$ cat config.mk
export PLATFORM = sky130hd
export DESIGN_NAME = trajectory_predictor
export DESIGN_NICKNAME = d
export VERILOG_FILES = /design/src/rtl/trajectory_predictor_pkg.sv /design/src/rtl/trajectory_predictor_step.sv /design/src/rtl/trajectory_predictor.sv
export SDC_FILE = /design/constraint.sdc
export NUM_CORES = 1
export LEC_CHECK = 0
export CORE_MARGIN = 2
export CORE_UTILIZATION = 35
export CTS_CLUSTER_SIZE = 8
export DETAILED_ROUTE_END_ITERATION = 6
export SLEW_MARGIN = 10
export SYNTH_ARGS = -nofsm -noshare
export SYNTH_HDL_FRONTEND = slang
export SYNTH_SLANG_ARGS = --single-unit
$ cat constraint.sdc
create_clock -name clock_in -period 11.5 [get_ports clock_in]
set_clock_uncertainty 0.05 [all_clocks]
set_input_delay 2.3 -clock clock_in [delete_from_list [all_inputs] [get_ports clock_in]]
set_output_delay 2.3 -clock clock_in [all_outputs]
set_load 0.005 [all_outputs]
$ cat src/rtl/trajectory_predictor_pkg.sv
// Shared types, default geometry and helpers for the ball trajectory predictor.
// Defaults follow the 640x480 playfield with an 8-pixel ball.
package trajectory_predictor_pkg;

    typedef enum logic [1:0] {
        ST_IDLE   = 2'd0,
        ST_LAUNCH = 2'd1,
        ST_SIM    = 2'd2,
        ST_DONE   = 2'd3
    } state_t;

    localparam int DEF_COORD_W        = 10;
    localparam int DEF_V_RES          = 480;
    localparam int DEF_BALL_SIZE      = 8;
    localparam int DEF_LEFT_PADDLE_X  = 16;
    localparam int DEF_RIGHT_PADDLE_X = 624;
    localparam int DEF_MAX_STEPS      = 1023;

    localparam logic [3:0] BOUNCE_MAX = 4'd15;

    // Wall-bounce counter increment that sticks at its maximum instead of wrapping.
    function automatic logic [3:0] satInc(input logic [3:0] value);
        return (value == BOUNCE_MAX) ? value : value + 4'd1;
    endfunction

endpackage

$ cat src/rtl/trajectory_predictor_step.sv
// Combinational single frame-step advance of the ball, with top/bottom wall reflection.
// Usable anywhere a ball position has to be projected one frame ahead.
module trajectory_predictor_step
    import trajectory_predictor_pkg::*;
#(
    parameter int SIM_W     = DEF_COORD_W + 2,
    parameter int VEL_W     = DEF_COORD_W + 1,
    parameter int V_RES     = DEF_V_RES,
    parameter int BALL_SIZE = DEF_BALL_SIZE
) (
    input  logic signed [SIM_W-1:0] i_simX,
    input  logic signed [SIM_W-1:0] i_simY,
    input  logic signed [VEL_W-1:0] i_vx,
    input  logic signed [VEL_W-1:0] i_vy,
    output logic signed [SIM_W-1:0] o_nx,
    output logic signed [SIM_W-1:0] o_ny,
    output logic signed [VEL_W-1:0] o_vyNext,
    output logic                    o_bounced
);
    localparam logic signed [SIM_W-1:0] Y_LIMIT = SIM_W'(V_RES - BALL_SIZE);
    localparam logic signed [SIM_W-1:0] Y_FOLD  = SIM_W'(2 * (V_RES - BALL_SIZE));

    logic signed [SIM_W-1:0] w_vxExt;
    logic signed [SIM_W-1:0] w_vyExt;
    logic signed [SIM_W-1:0] w_rawY;

    assign w_vxExt = {{(SIM_W-VEL_W){i_vx[VEL_W-1]}}, i_vx};
    assign w_vyExt = {{(SIM_W-VEL_W){i_vy[VEL_W-1]}}, i_vy};
    assign w_rawY  = i_simY + w_vyExt;

    // A step that lands past a wall is mirrored back about that wall.
    always_comb begin
        o_nx      = i_simX + w_vxExt;
        o_ny      = w_rawY;
        o_vyNext  = i_vy;
        o_bounced = 1'b0;
        if (w_rawY[SIM_W-1]) begin
            o_ny      = -w_rawY;
            o_vyNext  = -i_vy;
            o_bounced = 1'b1;
        end else if (w_rawY > Y_LIMIT) begin
            o_ny      = Y_FOLD - w_rawY;
            o_vyNext  = -i_vy;
            o_bounced = 1'b1;
        end
    end

endmodule

$ cat src/rtl/trajectory_predictor.sv
// Ball trajectory predictor: estimates velocity from two frame samples, then walks the path
// one frame-step per clock, folding at the walls, until the ball reaches a paddle plane.
module trajectory_predictor
    import trajectory_predictor_pkg::*;
#(
    parameter int COORD_W        = DEF_COORD_W,
    parameter int V_RES          = DEF_V_RES,
    parameter int BALL_SIZE      = DEF_BALL_SIZE,
    parameter int LEFT_PADDLE_X  = DEF_LEFT_PADDLE_X,
    parameter int RIGHT_PADDLE_X = DEF_RIGHT_PADDLE_X,
    parameter int MAX_STEPS      = DEF_MAX_STEPS
) (
    input  logic               clock_in,
    input  logic               reset_n_in,
    input  logic               vsync_start_in,
    input  logic [COORD_W-1:0] ball_x_in,
    input  logic [COORD_W-1:0] ball_y_in,
    output logic               predicted_valid_out,
    output logic [COORD_W-1:0] predicted_y_out,
    output logic               predicted_side_out,
    output logic               arrive_up_out,
    output logic [3:0]         bounce_count_out,
    output logic               busy_out,
    output logic               timeout_out
);
    localparam int SIM_W  = COORD_W + 2;
    localparam int VEL_W  = COORD_W + 1;
    localparam int STEP_W = $clog2(MAX_STEPS + 1);

    localparam logic signed [SIM_W-1:0] TGT_LEFT  = SIM_W'(LEFT_PADDLE_X);
    localparam logic signed [SIM_W-1:0] TGT_RIGHT = SIM_W'(RIGHT_PADDLE_X - BALL_SIZE);
    localparam logic signed [SIM_W-1:0] Y_LIMIT   = SIM_W'(V_RES - BALL_SIZE);
    localparam logic [COORD_W-1:0]      Y_LIMIT_C = COORD_W'(V_RES - BALL_SIZE);
    localparam logic [COORD_W-1:0]      Y_CENTRE  = COORD_W'((V_RES - BALL_SIZE) / 2);
    localparam logic [STEP_W-1:0]       STEP_LIM  = STEP_W'(MAX_STEPS);

    state_t r_state;
    state_t w_nextState;

    logic [COORD_W-1:0] r_curX;
    logic [COORD_W-1:0] r_curY;
    logic [COORD_W-1:0] r_prevX;
    logic [COORD_W-1:0] r_prevY;
    logic               r_haveSample;
    logic               r_haveTwo;
    logic               r_vsyncDly;

    logic signed [VEL_W-1:0] w_dx;
    logic signed [VEL_W-1:0] w_dy;
    logic                    w_newFrame;
    logic                    w_dxZero;
    logic                    w_dxRight;

    logic                    r_dirRight;
    logic signed [VEL_W-1:0] r_vx;
    logic signed [VEL_W-1:0] r_vy;
    logic signed [SIM_W-1:0] r_simX;
    logic signed [SIM_W-1:0] r_simY;
    logic signed [SIM_W-1:0] r_target;
    logic [STEP_W-1:0]       r_steps;
    logic [3:0]              r_bounces;

    logic signed [SIM_W-1:0] w_nx;
    logic signed [SIM_W-1:0] w_ny;
    logic signed [VEL_W-1:0] w_vyNext;
    logic                    w_bounced;
    logic                    w_arrive;
    logic                    w_timeoutHit;
    logic                    w_advance;
    logic [3:0]              w_bouncesNext;
    logic [COORD_W-1:0]      w_clampedY;

    logic [COORD_W-1:0] r_predY;
    logic               r_side;
    logic               r_arriveUp;
    logic [3:0]         r_bounceOut;
    logic               r_timeout;

    // Frame sampler: keeps the last two ball positions; velocity is trusted only after two samples.
    always_ff @(posedge clock_in or negedge reset_n_in) begin
        if (!reset_n_in) begin
            r_curX       <= '0;
            r_curY       <= '0;
            r_prevX      <= '0;
            r_prevY      <= '0;
            r_haveSample <= 1'b0;
            r_haveTwo    <= 1'b0;
            r_vsyncDly   <= 1'b0;
        end else begin
            r_vsyncDly <= vsync_start_in;
            if (vsync_start_in) begin
                r_prevX      <= r_curX;
                r_prevY      <= r_curY;
                r_curX       <= ball_x_in;
                r_curY       <= ball_y_in;
                r_haveSample <= 1'b1;
                r_haveTwo    <= r_haveSample;
            end
        end
    end

    assign w_dx       = $signed({1'b0, r_curX}) - $signed({1'b0, r_prevX});
    assign w_dy       = $signed({1'b0, r_curY}) - $signed({1'b0, r_prevY});
    assign w_newFrame = r_vsyncDly & r_haveTwo;
    assign w_dxZero   = (w_dx == '0);
    assign w_dxRight  = ~w_dx[VEL_W-1] & ~w_dxZero;

    trajectory_predictor_step #(
        .SIM_W     (SIM_W),
        .VEL_W     (VEL_W),
        .V_RES     (V_RES),
        .BALL_SIZE (BALL_SIZE)
    ) u_step (
        .i_simX    (r_simX),
        .i_simY    (r_simY),
        .i_vx      (r_vx),
        .i_vy      (r_vy),
        .o_nx      (w_nx),
        .o_ny      (w_ny),
        .o_vyNext  (w_vyNext),
        .o_bounced (w_bounced)
    );

    assign w_arrive      = r_dirRight ? (w_nx >= r_target) : (w_nx <= r_target);
    assign w_bouncesNext = w_bounced ? satInc(r_bounces) : r_bounces;

    always_comb begin
        w_clampedY = w_ny[COORD_W-1:0];
        if (w_ny[SIM_W-1]) begin
            w_clampedY = '0;
        end else if (w_ny > Y_LIMIT) begin
            w_clampedY = Y_LIMIT_C;
        end
    end

    always_ff @(posedge clock_in or negedge reset_n_in) begin
        if (!reset_n_in) begin
            r_state <= ST_IDLE;
        end else begin
            r_state <= w_nextState;
        end
    end

    // A reversal during SIM abandons the run; in DONE a zero dx also counts as the rally ending.
    always_comb begin
        w_nextState  = r_state;
        w_timeoutHit = 1'b0;
        w_advance    = 1'b0;
        case (r_state)
            ST_IDLE: begin
                if (w_newFrame && !w_dxZero) begin
                    w_nextState = ST_LAUNCH;
                end
            end
            ST_LAUNCH: begin
                w_nextState = ST_SIM;
            end
            ST_SIM: begin
                if (w_newFrame && !w_dxZero && (w_dxRight != r_dirRight)) begin
                    w_nextState = ST_IDLE;
                end else if (r_steps == STEP_LIM) begin
                    w_timeoutHit = 1'b1;
                    w_nextState  = ST_IDLE;
                end else begin
                    w_advance = 1'b1;
                    if (w_arrive) begin
                        w_nextState = ST_DONE;
                    end
                end
            end
            ST_DONE: begin
                if (w_newFrame && (w_dxZero || (w_dxRight != r_dirRight))) begin
                    w_nextState = ST_IDLE;
                end
            end
            default: begin
                w_nextState = ST_IDLE;
            end
        endcase
    end

    always_ff @(posedge clock_in or negedge reset_n_in) begin
        if (!reset_n_in) begin
            r_dirRight  <= 1'b0;
            r_vx        <= '0;
            r_vy        <= '0;
            r_simX      <= '0;
            r_simY      <= '0;
            r_target    <= '0;
            r_steps     <= '0;
            r_bounces   <= '0;
            r_predY     <= Y_CENTRE;
            r_side      <= 1'b0;
            r_arriveUp  <= 1'b0;
            r_bounceOut <= '0;
            r_timeout   <= 1'b0;
        end else begin
            r_timeout <= w_timeoutHit;
            if (r_state == ST_LAUNCH) begin
                r_dirRight <= w_dxRight;
                r_vx       <= w_dx;
                r_vy       <= w_dy;
                r_simX     <= $signed({2'b00, r_curX});
                r_simY     <= $signed({2'b00, r_curY});
                r_target   <= w_dxRight ? TGT_RIGHT : TGT_LEFT;
                r_steps    <= '0;
                r_bounces  <= '0;
                r_side     <= w_dxRight;
            end else if (w_advance) begin
                r_simX    <= w_nx;
                r_simY    <= w_ny;
                r_vy      <= w_vyNext;
                r_steps   <= r_steps + 1'b1;
                r_bounces <= w_bouncesNext;
                if (w_arrive) begin
                    r_predY     <= w_clampedY;
                    r_arriveUp  <= w_vyNext[VEL_W-1];
                    r_bounceOut <= w_bouncesNext;
                end
            end
        end
    end

    assign predicted_valid_out = (r_state == ST_DONE);
    assign busy_out            = (r_state == ST_LAUNCH) || (r_state == ST_SIM);
    assign predicted_y_out     = r_predY;
    assign predicted_side_out  = r_side;
    assign arrive_up_out       = r_arriveUp;
    assign bounce_count_out    = r_bounceOut;
    assign timeout_out         = r_timeout;

endmodule

==> summary.md <==
| Metric | Value |
|---|---|
| Outcome | complete, no violations |
| RR Startpoint | r_vx[1]$_DFFE_PN0P_ |
| Hold path start | r_haveSample$_DFFE_PN0P_ |
| Async set-or-reset flop fraction in the synthesized netlist | 100% |
| Die Ht | between 150 and 200 µm |
| Type of the worst setup path | reg -> reg |
| Post-synth cell types | between 80 and 90 |
| Iter 0 DRT Violations | just under 400 |
| GRT Overall Usage | 15.7% |
| Post-CTS Setup Repair Bufs | 0 |
| Largest family of logic cells by synthesized area | compound AO/OA/AOI/OAI gates |
| RSZ-0062 raised after global routing | false |
| Min-Delay Path Class | reg -> reg |
| Final Max Tran Viols | 0 |
| Post-synth top area share | 36.2% |
| Area of the mapped netlist | roughly 8200 µm² |
| Slew HR | between 30% and 40% |
| Initial antenna violation count | 0 |
| Most common cell after layout, fill and taps aside | dfrtp_1 |
| Vias | roughly 6300 |
| Initial Utilization | approximately 36% |
| Drc violations | 0 |
| Top post-synthesis cells by area | dfrtp_1, ha_1, o21ai_0 |
| Crit path time final | roughly 4.8 ns |
| Nets | 979 |
| Number of diodes | 0 |
| DR WL/cell | approximately 15 µm |
| Via/cell ratio | 5.13 |
| Syn avg cell area | ~9.4 µm² |
| Hold WS | between 0.4 and 0.5 ns |
| Hold Buf Count CTS | 0 |
| Final ANT Viol Nets | 0 |
| Clock Pin Slew Worst Setup and Hold Paths | 0.06 ns |
| XOR/XNOR Fraction of Synth Area | 5.87% |
| Crit end category | flip-flop |
| FP Rows | 55 |
| Final Hold Fails | 0 |
| Number of global-route vias before repair | 6101 |
| CTS tree | built |
| Worst EP arrival | 5.09 ns |
| RD Place Congestion | ~0.82 |
| Post-Synth Adder-Cell Area | approximately a tenth |
| Clk Latency, worst-skew pair | 0.42 ns |
| Most frequent cells in the layout | dfrtp_1, nand2_1, o21ai_0, nor2_1, ha_1 |
| Synth Area in Compound Gates | 19.6% |
| Share of layout cells above drive strength 1 | a little under an eighth |
| First-pass GRT wire length | roughly 31000 µm |
| Post-CTS Resized | 0 |
| Setup TNS | 0 ns |
| Die width | between 150 and 200 µm |
| Port bufs | 41 |
| Die ar. | between 20000 and 25000 µm² |
| Worst r2r path cells | 15 |
| Critical Path RT | approximately 12 ns |
| Clk sinks | between 100 and 150 |
| Multiplexer share of the synthesized area | 7.34% |
| Maximum number of pins on one net before global-route repair | a little under 80 |
| Num CTS Buffers | 17 |
| Clock Tree Root | clkbuf_16 |
| Critical Path Fanout Max | 13 |
| Main synth FF type | dfrtp_1 |
| Initial DRT Pass Iterations | 5 |
| Synth Instances | just under 900 |
| Hold Path Sink | r_haveSample$_DFFE_PN0P_ |
| Area grow syn2layout | 15.7% |
| Bufs on Longest Clock Path | 2 |
| # setup viols final | 0 |
| Crit path launch type | flip-flop |
| Seq/Total Area, Yosys | around 38% |
| Ys Warns | 0 |
| Post-Synth Simple-Gate Area | ~16% |
| Core area | roughly 23000 µm² |
| Hold path depth | 1 |
| Worst r2r dst | predicted_y_out[2]$_DFFE_PN1P_ |
| Cell taking the most area after synthesis | dfrtp_1 |
| Tightest Pin Transition | 1.04 ns |
| Post-DP HPWL | about 13000 µm |
| R2R Setup Slk | 6.72 ns |
| Peak Freq | around 210 MHz |
| H-tree levels | 4 |
| Crit path from | r_vx[1]$_DFFE_PN0P_ |
| Filler cells | 2251 |
| Ports | 42 |
| EDFF count, synth | 0 |
| Fin crit share | approximately two fifths |
| Syn Nets | approximately 950 |
| Register bit count reported by yosys | 123 |
| Grt ovf | 0 |
| Drt total wl | 17900 µm |
| MaxCap Viol Count | 0 |
## state kept, by name, indices dropped and copies added (netlist names)
register,flops
r_vy,11
r_state,2
r_vsyncDly,1
r_prevX,10
r_haveSample,1
r_steps,10
arrive_up_out,1
r_haveTwo,1
r_prevY,10
r_curY,10
r_simY,12
bounce_count_out,4
r_bounces,4
r_vx,11
r_target,2
r_curX,10
r_simX,12
predicted_y_out,10
timeout_out,1
## worst max-delay path by stage
stage,to,slack (ns),cells after the start
after CTS,predicted_y_out[2]$_DFFE_PN1P_,6.69,15
after global routing,predicted_y_out[5]$_DFFE_PN1P_,6.29,15
after detailed placement,predicted_y_out[1]$_DFFE_PN0P_,6.75,15
after floorplan,predicted_y_out[0]$_DFFE_PN0P_,7.88,14
after global placement,predicted_y_out[0]$_DFFE_PN0P_,6.75,15
final,predicted_y_out[2]$_DFFE_PN1P_,6.72,15
## worst max-delay path: stages (launching register included)
cell,delay [ns]
dfrtp_1,0.42
ha_1,0.33
a211oi_1,0.22
o21ai_1,0.16
or3_1,0.35
a31oi_1,0.29
xnor2_1,0.15
ha_1,0.32
nand2_1,0.06
nor4_1,0.20
nand3_1,0.14
nor3b_1,0.17
o21ai_0,0.45
nand4_1,0.56
nor4_2,0.61
a32o_1,0.24
## per-stage QoR
stage / cell area, µm² / setup slack, ns / cells / util, %
final: 9450 / 6.72 / 1222 / 41.5
after global routing: 9450 / 6.29 / 1222 / 41.5
after CTS: 9450 / 6.69 / 1222 / 41.5
after detailed placement: 8830 / 6.75 / 1190 / 38.8
after global placement: 8830 / 6.75 / 1190 / 38.8
after floorplan: 8170 / 7.88 / 866 / -
## synthesized netlist by cell type (13+ instances only)
master and count:
a21o_1 13, a21oi_1 50, clkbuf_1 19, dfrtp_1 118, ha_1 56, inv_1 43, mux2_2 29, mux2i_1 25
nand2_1 90, nand3_1 22, nor2_1 59, nor3_1 20, o21ai_0 72, xnor2_1 32, xor2_1 19
## routing by layer
metal  global-route usage, %  share of wire [%]  wire, µm  vias up
met5                       0                  0         0        -
met4                    5.64                1.9       347        0
met3                    3.02                2.5       441       25
met2                    23.6                 45      8060       78
met1                    22.5                 51      9100     2988
li1                        -                  -         -     3174
## cells by family after synthesis
group	after synthesis
compound gates	231
xor+xnor	53
fa+ha+maj	60
buf+inv	79
flops	123
mux	56
simple gates	264
## final cells by class
cell class	instances	area [µm²]	share of cell area (%)
timing repair buffer	47	448	4.74
inverter	43	161	1.71
clock inverter	6	108	1.14
clock buffer	26	509	5.39
multi-input combinational	664	4750	50.2
sequential	123	3080	32.6
tap	313	392	4.14
Power is not shown: default switching activity piles up to over one toggle a cycle in this logic, so the estimate is an artifact.
